$ cat config.mk
export PLATFORM = sky130hd
export DESIGN_NAME = pulse_scheduler
export DESIGN_NICKNAME = d
export VERILOG_FILES = /design/src/rtl/pulse_sched_pkg.sv /design/src/rtl/pulse_scheduler_rr_arbiter.sv /design/src/rtl/pulse_scheduler.sv
export SDC_FILE = /design/constraint.sdc
export NUM_CORES = 1
export LEC_CHECK = 0
export BUFFER_PORTS_ARGS = -buffer_cell sky130_fd_sc_hd__buf_2
export CORE_ASPECT_RATIO = 1.75
export CORE_MARGIN = 3
export CORE_UTILIZATION = 40
export DETAILED_ROUTE_END_ITERATION = 10
export SLEW_MARGIN = 5
export SYNTH_ARGS = -nofsm -noshare
export SYNTH_HDL_FRONTEND = slang
export SYNTH_SLANG_ARGS = --single-unit
export TNS_END_PERCENT = 50
$ cat constraint.sdc
create_clock -name clk -period 3.9 [get_ports clk]
set_input_delay 0.39 -clock clk [delete_from_list [all_inputs] [get_ports clk]]
set_output_delay 0.39 -clock clk [all_outputs]
set_load 0.05 [all_outputs]
$ cat src/rtl/pulse_sched_pkg.sv
// Shared types and helpers for pulse_scheduler: FSM state encoding, phase
// counter width and a burst-length field extractor for the packed bus.
package pulse_sched_pkg;

  typedef enum logic [1:0] {
    ST_IDLE = 2'd0,
    ST_HIGH = 2'd1,
    ST_LOW  = 2'd2,
    ST_DONE = 2'd3
  } state_e;

  localparam int PHASE_W     = 32;
  localparam int MAX_REQ     = 8;
  localparam int MAX_COUNT_W = 16;
  localparam int MAX_BUS_W   = MAX_REQ * MAX_COUNT_W;

  // Field idx of a bus packed as idx*cw +: cw, zero-extended to MAX_COUNT_W.
  function automatic logic [MAX_COUNT_W-1:0] burst_field(
    input logic [MAX_BUS_W-1:0] bus,
    input int unsigned          idx,
    input int unsigned          cw
  );
    logic [MAX_BUS_W-1:0]   sh;
    logic [MAX_COUNT_W-1:0] mask;
    sh   = bus >> (idx * cw);
    mask = MAX_COUNT_W'((32'd1 << cw) - 32'd1);
    return sh[MAX_COUNT_W-1:0] & mask;
  endfunction

endpackage

$ cat src/rtl/pulse_scheduler_rr_arbiter.sv
// Combinational round-robin pick: first set request scanning upward from
// ptr_i, wrapping modulo NUM_REQ. The pointer register lives in the caller.
module rr_arbiter #(
  parameter int NUM_REQ = 4,
  parameter int PTR_W   = 2
) (
  input  logic [NUM_REQ-1:0] req_i,
  input  logic [PTR_W-1:0]   ptr_i,
  output logic [NUM_REQ-1:0] grant_o,
  output logic [PTR_W-1:0]   idx_o,
  output logic               valid_o
);

  always_comb begin
    int               cand;
    logic [PTR_W-1:0] ci;
    grant_o = '0;
    idx_o   = '0;
    valid_o = 1'b0;
    cand    = 0;
    ci      = '0;
    for (int k = 0; k < NUM_REQ; k++) begin
      cand = (int'(ptr_i) + k) % NUM_REQ;
      ci   = PTR_W'(cand);
      if (!valid_o && req_i[ci]) begin
        valid_o     = 1'b1;
        idx_o       = ci;
        grant_o[ci] = 1'b1;
      end
    end
  end

endmodule

$ cat src/rtl/pulse_scheduler.sv
// Round-robin sharing of one pulse output among NUM_REQ burst requesters.
// Optional feature macro: PULSE_SCHED_ABORT_EN (owner dropping req aborts its burst).
module pulse_scheduler
  import pulse_sched_pkg::*;
#(
  parameter int NUM_REQ     = 4,
  parameter int PERIOD      = 12000000,
  parameter int PULSE_WIDTH = 6000000,
  parameter int COUNT_W     = 4
) (
  input  logic                       clk,
  input  logic                       rst,
  input  logic [NUM_REQ-1:0]         req,
  input  logic [NUM_REQ*COUNT_W-1:0] burst_len,
  output logic [NUM_REQ-1:0]         grant,
  output logic [NUM_REQ-1:0]         done,
  output logic                       busy,
  output logic                       out
);

  localparam int PTR_W = (NUM_REQ > 1) ? $clog2(NUM_REQ) : 1;
  localparam logic [PHASE_W-1:0] HIGH_LAST = PHASE_W'(PULSE_WIDTH - 1);
  localparam logic [PHASE_W-1:0] LOW_LAST  = PHASE_W'(PERIOD - PULSE_WIDTH - 1);

  // Handshake: a requester raises req and holds it until its one-cycle done
  // strobe; grant marks the owner from the cycle after pick until after done.
  state_e               state_q;
  logic [PTR_W-1:0]     ptr_q;
  logic [PHASE_W-1:0]   phase_q;
  logic [COUNT_W-1:0]   remaining_q;
  logic [NUM_REQ-1:0]   grant_q;
  logic [NUM_REQ-1:0]   done_q;
  logic                 busy_q;
  logic                 out_q;

  logic [NUM_REQ-1:0]   arb_grant;
  logic [PTR_W-1:0]     arb_idx;
  logic                 arb_valid;
  logic [MAX_BUS_W-1:0] burst_bus;
  logic [COUNT_W-1:0]   win_len;
  logic [PTR_W-1:0]     next_ptr;
  logic                 abort_c;

  rr_arbiter #(
    .NUM_REQ (NUM_REQ),
    .PTR_W   (PTR_W)
  ) u_arb (
    .req_i   (req),
    .ptr_i   (ptr_q),
    .grant_o (arb_grant),
    .idx_o   (arb_idx),
    .valid_o (arb_valid)
  );

  assign burst_bus = MAX_BUS_W'(burst_len);
  assign win_len   = COUNT_W'(burst_field(burst_bus, 32'(arb_idx), COUNT_W));
  assign next_ptr  = (arb_idx == PTR_W'(NUM_REQ - 1)) ? '0 : arb_idx + PTR_W'(1);

`ifdef PULSE_SCHED_ABORT_EN
  assign abort_c = ~|(req & grant_q);
`else
  assign abort_c = 1'b0;
`endif

  always_ff @(posedge clk) begin
    if (rst) begin
      state_q     <= ST_IDLE;
      ptr_q       <= '0;
      phase_q     <= '0;
      remaining_q <= '0;
      grant_q     <= '0;
      done_q      <= '0;
      busy_q      <= 1'b0;
      out_q       <= 1'b0;
    end else begin
      done_q <= '0;
      case (state_q)
        ST_IDLE: begin
          if (arb_valid) begin
            grant_q     <= arb_grant;
            remaining_q <= win_len;
            ptr_q       <= next_ptr;
            phase_q     <= '0;
            busy_q      <= 1'b1;
            if (win_len == '0) begin
              state_q <= ST_DONE;
            end else begin
              out_q   <= 1'b1;
              state_q <= ST_HIGH;
            end
          end
        end
        ST_HIGH: begin
          if (abort_c) begin
            out_q   <= 1'b0;
            done_q  <= grant_q;
            state_q <= ST_DONE;
          end else if (phase_q == HIGH_LAST) begin
            out_q   <= 1'b0;
            phase_q <= '0;
            state_q <= ST_LOW;
          end else begin
            phase_q <= phase_q + PHASE_W'(1);
          end
        end
        ST_LOW: begin
          if (abort_c) begin
            done_q  <= grant_q;
            state_q <= ST_DONE;
          end else if (phase_q == LOW_LAST) begin
            phase_q     <= '0;
            remaining_q <= remaining_q - COUNT_W'(1);
            if (remaining_q == COUNT_W'(1)) begin
              done_q  <= grant_q;
              state_q <= ST_DONE;
            end else begin
              out_q   <= 1'b1;
              state_q <= ST_HIGH;
            end
          end else begin
            phase_q <= phase_q + PHASE_W'(1);
          end
        end
        ST_DONE: begin
          // A zero-length grant arrives here without a strobe yet; issue it first.
          if (done_q == '0) begin
            done_q <= grant_q;
          end else begin
            grant_q <= '0;
            busy_q  <= 1'b0;
            state_q <= ST_IDLE;
          end
        end
        default: state_q <= ST_IDLE;
      endcase
    end
  end

  assign grant = grant_q;
  assign done  = done_q;
  assign busy  = busy_q;
  assign out   = out_q;

endmodule

-- After elaboration in Yosys (flattened, before gate mapping)
Index checks and enable logic that the tools add are counted.
- bits in registers: 50
- input bits: 22
- output and inout port bits: 10
- add/sub/neg operators: 6
- magnitude comparators: 8
- equality and inequality tests: 12
- shifts and indexed selects: 1
- mux-type cells: 57
- bitwise logic cells: 3
- reductions and logical operators: 25
- operator list (cell ; count):
    $mux W32 ; 2
    $pmux W32 S2 ; 1
    $mux W4 ; 10
    $add A32 B1 Y32 const B ; 1
    $eq A32 B23 Y1 const B ; 1
    $pmux W4 S2 ; 3
    $mux W2 ; 11
    $mux W1 ; 19
    $shr A16 B4 Y4 ; 1
    $lt A2 B3 Y1 const B ; 4
    $ne A2 B2 Y1 const B ; 6
    $or A4 B4 Y4 ; 3
    $bmux W1 S2 ; 4
    $demux W1 S2 ; 4
    $ge A2 B1 Y1 const B ; 4
    $logic_not A4 Y1 ; 2
    $pmux W2 S4 ; 1
    $logic_and A1 B1 Y1 ; 7
    $eq A2 B2 Y1 const B ; 3
    $reduce_and A2 Y1 ; 3
    $reduce_and A3 Y1 ; 2
    $reduce_and A6 Y1 ; 1
    $reduce_bool A2 Y1 ; 3
    $add A2 B1 Y2 const B ; 2
    11 further kinds ; 14

-- Longest topological paths before layout
Gate-level depths: netlist of the first run.
- depth after elaboration: 17
- gate-level depth with buffers: 12

-- Hierarchy
From an unflattened synthesis of the first run, not the netlist that was laid out.
- cells, all modules: 356
- area total of the unflattened synthesis: 3134.3 um2
- by module, submodules not included (module ; times used ; cells an instance ; area an instance (um2)):
    pulse_scheduler ; 1 ; 311 ; 2715.1
    rr_arbiter ; 1 ; 45 ; 419.2

-- Worst setup path before layout of the first run
No wires, ideal clock.
- kind: reg-to-reg
- start point: reg ptr_q[0]
- end point: reg state_q[1]
- setup time: 0.096 ns
- arrival time: 3.208 ns
- path slack: 0.596 ns
- stages on the path, launching flop included: 12
- buffers on the path: 2
- period minus slack after synthesis: 3.304 ns
- cell sequence: dfxtp_1 -> buf_6 -> inv_1 -> ha_1 -> mux4_2 -> or3_1 -> o22a_1 -> buf_2 -> a2111o_1 -> a22oi_2 -> a21boi_1 -> o41ai_2
- longest elaborated chain between the ends: 17
- ends and longest elaborated chain (what ; line ; text):
    start, declared ; pulse_scheduler.sv:28 ; logic [PTR_W-1:0] ptr_q;
    start signal, assigned ; pulse_scheduler.sv:82 ; ptr_q <= next_ptr;
    branches (longest 17 deep; another with $add A2 B1 Y2) ; n/a ;
    end signal, assigned ; pulse_scheduler.sv:86 ; state_q <= ST_DONE;
    end signal, assigned ; pulse_scheduler.sv:89 ; state_q <= ST_HIGH;
    end signal, assigned ; pulse_scheduler.sv:97 ; state_q <= ST_DONE;
    end, declared ; pulse_scheduler.sv:27 ; state_e state_q;
Several ways; the timed one is not identified. The select of a mux whose other input is x is not followed.
A chain may end at the register's enable or synchronous reset.

-- Final worst setup path of the first run
- start point: reg ptr_q[1]
- end point: reg state_q[1]
Same word-level chain as after synthesis.

==> metrics, run 1 <==
asr flop ratio synth=0; routed vias=2799; DR pass1 iterations=4; WL/cell=14.5 um; final hold viol count=0; fillers=750; Crit Path Class=flip-flop to flip-flop; Lkg Pwr=roughly 1.3 nW; CP delay by family, top=compound AO/OA/AOI/OAI gates; Post-route DRC=0; worst vdd ir=0.529 mV; Hold WC Path Type=flip-flop to flip-flop; post-layout util=0.475; ant diodes=0; Die Wd=approximately 72 um; IO buf count=31; CTS root buffer=clkbuf_16; sequential area share after synthesis=0.325; htree depth=2; die area=0.00883 sq mm; area leader, netlist=dfxtp_1; Clock Tree Buf Depth=2; gr usage total=0.172; RSZ-0062 raised after global routing=false; TNS Setup=0 ns; area grow syn2layout=13.1%; initial antenna violation count=0; Synth Warn #=0; CP most frequent cell=o22a_1; fin nets=about 440; Num Clock Sinks=50; Core Rows=41; Gate Count Post-Synth=377; postcts setup bufs=0; max-cap violations=0; Max transition margin=0.508; CP peak stage delay=0.63 ns; setup violators final=0; minimum clock period=roughly 3.7 ns; vias per inst=around 5.7; TritonCTS Buffers=5; Yosys reg bits=50; Initial Utilization=0.420; Synth top area share=0.325; post-detail-place hpwl=~5500 um; Worst setup SP type=flip-flop; cts hold-fix bufs=0; critical path's slowest cell=mux4_2; Placeable Area=about 0.0073 sq mm; Slew Limit Fails=0; CP Data Required Time=~4.1 ns; Crit. End Element=flip-flop; Synth area leaders=dfxtp_1, nor2_1, nand2_1; Final period util=0.942; status=finished, final reports clean; Reg clk slew, reported paths=about 0.060 ns; crit-path cells=inv_1 -> ha_1 -> mux4_2 -> or3_1 -> o22a_1 -> a2111oi_0 -> o22a_1 -> a21boi_1 -> o41ai_2; Placer Congestion=between 0.7 and 0.8; grt total ovfl=0; post_cts resized=0; Fmax achieved=~270 MHz; Clock Latency Late Sink=roughly 0.29 ns; dominant synthesized flop cell=dfxtp_1; I/O pin count=32; Die Ht=122 um; post-route ant nets=0; CP bufs+invs=1; 1st-iter DRT viols=99; layout cells sized above 1=0.145; CTS tree=built; largest net degree at the start of global routing=22; Post-Syn Nets=about 410; Final Skew=between 0.004 and 0.005 ns; CP arrival=3.87 ns; synthesized area per cell=~8.2 sq um; Worst Tran Pin Value=0.729 ns; vias in the first global route=about 2700; EDFF count, synth=0; R2R Setup Slk=approximately 0.23 ns; crit-path max FO=12; Synth cell types=54; wire length of the first global-routing pass=12200 um; PwrDens=763 mW/mm^2; synthesized area=between 0.003 and 0.004 sq mm; total wire length=~7100 um
-- kinds of logic (layout without fill, tap and decap cells) --
| group | count (synthesis) | after routing | synth area share |
|---|---|---|---|
| flops | 50 | 50 | 0.325 |
| compound gates | 74 | 74 | 0.174 |
| xor+xnor | 24 | 24 | 0.0683 |
| mux | 13 | 13 | 0.0589 |
| fa+ha+maj | 12 | 12 | 0.0488 |
| buf+inv | 25 | 56 | 0.0358 |
| simple gates | 179 | 179 | 0.289 |
-- metrics by stage --
step	instances	worst slack [ns]	power, mW	area (sq um)	hold WS [ns]
after floorplan	377	0.596	1.87	3080	0.454
after detailed placement	487	0.280	2.17	3310	0.436
after global routing	494	0.00301	2.88	3480	0.470
after global placement	487	0.397	2.15	3310	0.428
after CTS	494	0.254	2.68	3480	0.446
final	494	0.227	2.66	3480	0.442
-- area by class of cell --
type | instances | area [sq um] | area share
repair buffers | 35 | 185 | 0.0532
clock inverters | 1 | 30.0 | 0.00862
inverters | 14 | 52.6 | 0.0151
clock buffers | 6 | 139 | 0.0399
multi-input cells | 302 | 1970 | 0.565
well taps | 86 | 108 | 0.0309
flip-flops and latches | 50 | 1000 | 0.287
-- placed cells by master (no fill, tap or decap), types with 3 or more instances in the layout --
cell / netlist / routed
nor2_1: 52 / 52
dfxtp_1: 50 / 50
nand2_1: 41 / 41
buf_2: 1 / 31
nand3_1: 20 / 20
o21ai_0: 18 / 18
xor2_1: 14 / 14
inv_1: 13 / 13
a21oi_1: 12 / 12
ha_1: 12 / 12
nor3_1: 10 / 10
xnor2_1: 10 / 10
and3_1: 8 / 8
mux2i_1: 8 / 8
nor2b_1: 7 / 7
nand3b_1: 7 / 7
and2_1: 7 / 7
nor4_1: 5 / 5
a221oi_1: 5 / 5
a22oi_1: 5 / 5
clkbuf_16: 0 / 5
mux4_2: 4 / 4
nand2b_1: 4 / 4
nand4_1: 4 / 4
o211ai_1: 4 / 4
buf_4: 0 / 4
nor4bb_1: 3 / 3
a21o_1: 3 / 3
a211oi_1: 3 / 3
o22ai_1: 3 / 3
-- sequential cells by signal (all words and copies together) (netlist names) --
register,flops
phase_q,32
done,4
grant,4
remaining_q,4
ptr_q,2
state_q,2
busy,1
out,1
-- worst min-delay path: stages (launching register included) --
cell,delay [ns]
dfxtp_1,0.31
nand2_1,0.05
nand2_1,0.04
-- layer usage --
layer | part of all wire | track usage | wire, um | vias to the layer above
met1 | 0.38 | 0.178 | 2700 | 1311
met4 | 0.027 | 0.0729 | 191 | 0
met2 | 0.56 | 0.332 | 4030 | 62
met5 | 0 | 0 | 0 | -
li1 | - | - | - | 1411
met3 | 0.031 | 0.0248 | 221 | 15
-- final timing paths --
kind,to,cells after the start,start
worst max-delay path,state_q[1],9,ptr_q[1]
worst max register to register,state_q[1],9,ptr_q[1]
worst min register to register,busy,2,busy
worst min-delay path,busy,2,busy
-- Yosys cell counts, types with 5 or more instances --
cell type and number:
a21oi_1 12, a221oi_1 5, a22oi_1 5, and2_1 7, and3_1 8, clkbuf_1 8
dfxtp_1 50, ha_1 12, inv_1 13, mux2i_1 8, nand2_1 41, nand3_1 20
nand3b_1 7, nor2_1 52, nor2b_1 7, nor3_1 10, nor4_1 5, o21ai_0 18
xnor2_1 10, xor2_1 14
-- power breakdown --
| group | total, mW | switching, mW | leakage, nW | internal, mW |
|---|---|---|---|---|
| registers | 0.632 | 0.0514 | 0.406 | 0.580 |
| logic | 1.52 | 0.956 | 0.824 | 0.564 |
| clock network | 0.506 | 0.190 | 0.0829 | 0.317 |
Note: power is estimated with default switching activity, not from simulation.
==> run 2, diff against run 1 <==
Settings changed: CORE_MARGIN 3 to default.
==> run 2 against run 1 <==
Die area fell by 8.6%. Clock power barely moved. Sequential share of layout area barely moved. Non-clock buffer count fell by 1. Highest routed layer unchanged.
==> metrics, run 2 (synthesis gave the netlist of run 1 again) <==
Initial Utilization=0.410 (-0.00999); Largest register FFs=32 (unchanged); Placer Congestion=0.746 (-6.7%); most frequent cells in the layout=nor2_1, dfxtp_1, nand2_1, buf_2, nand3_1; most flop-heavy register=phase_q; footprint of the multi-input gates=0.00198 sq mm (+0.51%); worst vdd ir=0.436 mV (-18%); final hold viol count=0 (unchanged); grt total ovfl=0 (unchanged); Post-route DRC=0 (unchanged); total wire length=7370 um (+3.1%); Lkg Pwr=1.31 nW (-0.30%); Placeable Area=0.00751 sq mm (+2.4%); CP Data Required Time=4.10 ns (about the same); CP arrival=3.83 ns (-0.04 ns); cts hold-fix bufs=0 (unchanged); DP Worst Slack=0.271 ns (-0.00851 ns); WL/cell=14.9 um (+2.9%); IO buf count=31 (unchanged); setup violators final=0 (unchanged); vias per inst=5.65 (-0.34%); minimum clock period=3.63 ns (-0.0406 ns); status=finished, final reports clean; Final Skew=0.00535 ns (+0.00110 ns); fillers=758 (+1.1%); Core Rows=42 (+2.4%); area grow syn2layout=13.3%; TritonCTS Buffers=5 (unchanged); gr usage total=0.202 (+0.0296); TNS Setup=0 ns (unchanged); wire length of the first global-routing pass=12500 um (+2.3%); hold slack final=0.443 ns (+0.00145 ns); die area=0.00807 sq mm (-8.6%); vias in the first global route=2774 (+2.6%); crit-path max FO=12 (unchanged); max-cap violations=0 (unchanged); Crit Path Class=flip-flop to flip-flop; 1st-iter DRT viols=142 (+43%); initial antenna violation count=0 (unchanged); Final WS setup=0.268 ns (+0.0406 ns); Clock Latency Late Sink=0.29 ns (about the same); RSZ-0062 raised after global routing=false; placed cell count=488 (+0.21%); CTS tree=built; Hold WC Path Type=flip-flop to flip-flop; CTS root buffer=clkbuf_16; most common cell after layout, fill and taps aside=nor2_1; Die Ht=118 um (-3.3%); Max transition margin=0.487 (-0.0203); htree depth=2 (unchanged); I/O pin count=32 (unchanged); Final period util=0.931 (-0.0104); Final Power=2.69 mW (+1.1%); post-route insts no fill=495 (+0.20%); Clock Tree Buf Depth=2 (unchanged); PwrDens=770 mW/mm^2 (+0.97%); ant diodes=0 (unchanged); Num Clock Sinks=50 (unchanged); Reg clk slew, reported paths=0.07 ns (about the same); Fmax achieved=275 MHz (+1.1%); Worst Tran Pin Value=0.763 ns (+0.0341 ns); largest net degree at the start of global routing=22 (unchanged); fin nets=441 (-0.23%); Crit. End Element=flip-flop; post-route ant nets=0 (unchanged); postcts setup bufs=0 (unchanged); DR pass1 iterations=6 (+2); FF/Latch Area=0.00100 sq mm (unchanged); layout cells sized above 1=0.143 (-0.00210); Slew Limit Fails=0 (unchanged); Worst setup SP type=flip-flop; Die Wd=68.3 um (-5.5%); post-detail-place hpwl=5600 um (+1.2%); routed vias=2795 (-0.14%)
==> run 2: final timing paths <==
check | startpoint | end | slack (ns) | cells past startpoint
min reg2reg | busy | busy | 0.44 | 2
min | busy | busy | 0.44 | 2
max | ptr_q[1] | state_q[1] | 0.27 | 10
max reg2reg | ptr_q[1] | state_q[1] | 0.27 | 10
==> run 2: metal layers <==
layer,track usage,part of all wire
met4,0.0872,0.025
met5,0,0
met1,0.209,0.39
met2,0.374,0.57
met3,0.0291,0.023
==> run 2: worst max-delay path: stages (launching register included) <==
cell and delay, ns:
dfxtp_1 0.51, inv_1 0.11, ha_1 0.42, mux4_2 0.66
or3_1 0.38, nor2_2 0.19, o22a_1 0.43, nand3_1 0.19
a22oi_2 0.29, a21boi_1 0.11, o41ai_2 0.25
==> run 2: timing repair <==
| action | 4_1_cts | 5_1_grt |
|---|---|---|
| endpoints found under the hold margin | 0 | 0 |
| endpoints found under the setup margin | 0 | 4 |
| gates resized for setup | 0 | 2 |
==> run 2: metrics by stage <==
step	utilization	area, sq um
finish	0.464	3490
global route	0.464	3490
CTS	0.463	3480
detailed placement	0.440	3310
global placement	0.440	3310
floorplan	-	3080
==> run 2: final cells by class <==
class                      instances  share of cell area
sequential                        50               0.287
clock inverter                     1             0.00861
tap                               88              0.0316
inverter                          14              0.0151
multi-input combinational        302               0.567
timing repair buffer              34              0.0509
clock buffer                       6              0.0398
==> run 2: power by group <==
| group | leakage (nW) | internal [mW] | switching, mW |
|---|---|---|---|
| sequential | 0.406 | 0.580 | 0.0539 |
| combinational | 0.820 | 0.568 | 0.981 |
| clock | 0.0829 | 0.317 | 0.187 |
==> run 3, diff against run 2 <==
Settings changed: CORE_MARGIN from default to 2.
==> run 3 against run 2 <==
Global-route usage shrank 2.1 points. Power shrank 0.26%. Combinational power is essentially flat. Via count shrank 0.32%. Critical path type unchanged.
==> metrics, run 3 (synthesis gave the netlist of run 1 again) <==
IO buf count=31 (unchanged); WL/cell=14.5 um (-2.8%); Crit Path Class=flip-flop to flip-flop; setup violators final=0 (unchanged); vias per inst=5.63 (-0.32%); Final Cell Area=0.00349 sq mm (unchanged); Final Power=2.68 mW (-0.26%); PwrDens=768 mW/mm^2 (-0.26%); Die Wd=70.3 um (+2.9%); Reg clk slew, reported paths=0.06 ns (about the same); die area=0.00844 sq mm (+4.7%); htree depth=2 (unchanged); Final period util=0.921 (-0.0103); Max transition margin=0.499 (+0.0114); total wire length=7160 um (-2.8%); post-route ant nets=0 (unchanged); Die Ht=120 um (+1.7%); most flop-heavy register=phase_q; Clock Latency Late Sink=0.30 ns (about the same); CTS root buffer=clkbuf_16; 1st-iter DRT viols=122 (-14%); final hold viol count=0 (unchanged); post-route insts no fill=495 (unchanged); RSZ-0062 raised after global routing=false; CP bufs+invs=1 (unchanged); Num Clock Sinks=50 (unchanged); Hold Crit Depth=2 (unchanged); min-delay src=busy; worst vdd ir=0.459 mV (+5.4%); wire length of the first global-routing pass=12400 um (-0.39%); CP delay by family, top=compound AO/OA/AOI/OAI gates; most frequent cells in the layout=nor2_1, dfxtp_1, nand2_1, buf_2, nand3_1; CP arrival=3.80 ns (-0.03 ns); Lkg Pwr=1.31 nW (unchanged); gr usage total=0.180 (-0.0212); grt total ovfl=0 (unchanged); Post-DP Area=0.00331 sq mm (unchanged); Initial Utilization=0.410 (unchanged); minimum clock period=3.59 ns (-0.0403 ns); Slew Limit Fails=0 (unchanged); Placeable Area=0.00751 sq mm (unchanged); largest net degree at the start of global routing=22 (unchanged); Final Skew=0.00398 ns (-0.00137 ns); initial antenna violation count=0 (unchanged); Worst Tran Pin Value=0.745 ns (-0.0177 ns); Largest register FFs=32 (unchanged); terminus of the critical flop-to-flop path=state_q[1]; TritonCTS Buffers=5 (unchanged); TNS Setup=0 ns (unchanged); Crit. End Element=flip-flop; CTS tree=built; crit-path cells=inv_1 -> ha_1 -> mux4_2 -> or3_1 -> nor2_2 -> o22a_1 -> nand3_1 -> a22oi_2 -> a21boi_1 -> o41ai_2; R2R Setup Slk=0.31 ns (+0.04 ns); max-cap violations=0 (unchanged); fin nets=441 (unchanged); Clock Tree Buf Depth=2 (unchanged); area grow syn2layout=13.3% (unchanged); Worst setup SP type=flip-flop; post-layout util=0.464 (unchanged); Core Rows=42 (unchanged); I/O pin count=32 (unchanged); routed vias=2786 (-0.32%); post-detail-place hpwl=5470 um (-2.2%); Worst Hold Path EP=busy; Placer Congestion=0.794 (+6.4%); CP peak stage delay=0.65 ns (about the same); layout cells sized above 1=0.143 (unchanged); Reg-to-Reg Start=ptr_q[1]; critical path's slowest cell=mux4_2; DR pass1 iterations=4 (-2); R2R depth=10 (unchanged); placed cell count=488 (unchanged); Hold WC Path Type=flip-flop to flip-flop; Post-route DRC=0 (unchanged); status=finished, final reports clean; crit-path max FO=12 (unchanged); CP Data Required Time=4.11 ns (about the same); Fmax achieved=278 MHz (+1.1%); ant diodes=0 (unchanged); most common cell after layout, fill and taps aside=nor2_1; vias in the first global route=2713 (-2.2%)
-- run 3: cell counts in the layout (fill, tap and decap cells not counted) --
Identical to the previous run, type by type.
-- run 3: power breakdown --
group / internal (mW) / leakage, nW / switching [mW]
registers: 0.580 / 0.406 / 0.0526
logic: 0.568 / 0.820 / 0.973
clock network: 0.317 / 0.0829 / 0.189
total: 1.47 / 1.31 / 1.21
-- run 3: timing repair --
item                                    CTS  global route
endpoints found under the setup margin    0             8
resized for setup                         0             2
buffers inserted                          0             0
endpoints found under the hold margin     0             0
hold buffers                              0             0
-- run 3: worst reg2reg max path: cells and delay by family (launching register included) --
kind	cells	cell delay, ns
buffers and inverters	1	0.11
AND/OR/NAND/NOR	3	0.76
adder cells (fa/ha/maj)	1	0.40
AO/OA/AOI/OAI	4	1.08
multiplexers	1	0.65
flip-flops	1	0.51
-- run 3: layer usage --
layer	part of all wire	global-route usage	vias up
met5	0	0	-
met4	0.017	0.0613	0
met3	0.029	0.0302	6
met2	0.57	0.355	42
met1	0.38	0.186	1322
li1	-	-	1416
-- run 3: stage by stage --
step	hold WS (ns)	setup slack [ns]
floorplan	0.454	0.596
global placement	0.430	0.397
detailed placement	0.430	0.320
CTS	0.441	0.277
global route	0.480	0.0291
finish	0.437	0.308
-- run 3: worst max path at each step --
stage / from / endpoint / depth (start not counted)
2_1_floorplan: ptr_q[0] / state_q[1] / 11
3_3_place_gp: ptr_q[1] / state_q[1] / 9
3_5_place_dp: ptr_q[1] / state_q[1] / 9
4_1_cts: ptr_q[1] / state_q[1] / 9
5_1_grt: ptr_q[1] / state_q[1] / 10
6_report: ptr_q[1] / state_q[1] / 10
-- run 3: layout make-up --
class,count,area (sq um)
Sequential cell,50,1000
Multi-Input combinational cell,302,1980
Clock inverter,1,30.0
Inverter,14,52.6
Timing Repair Buffer,34,178
Fill cell,774,4030
Clock buffer,6,139
Tap cell,88,110
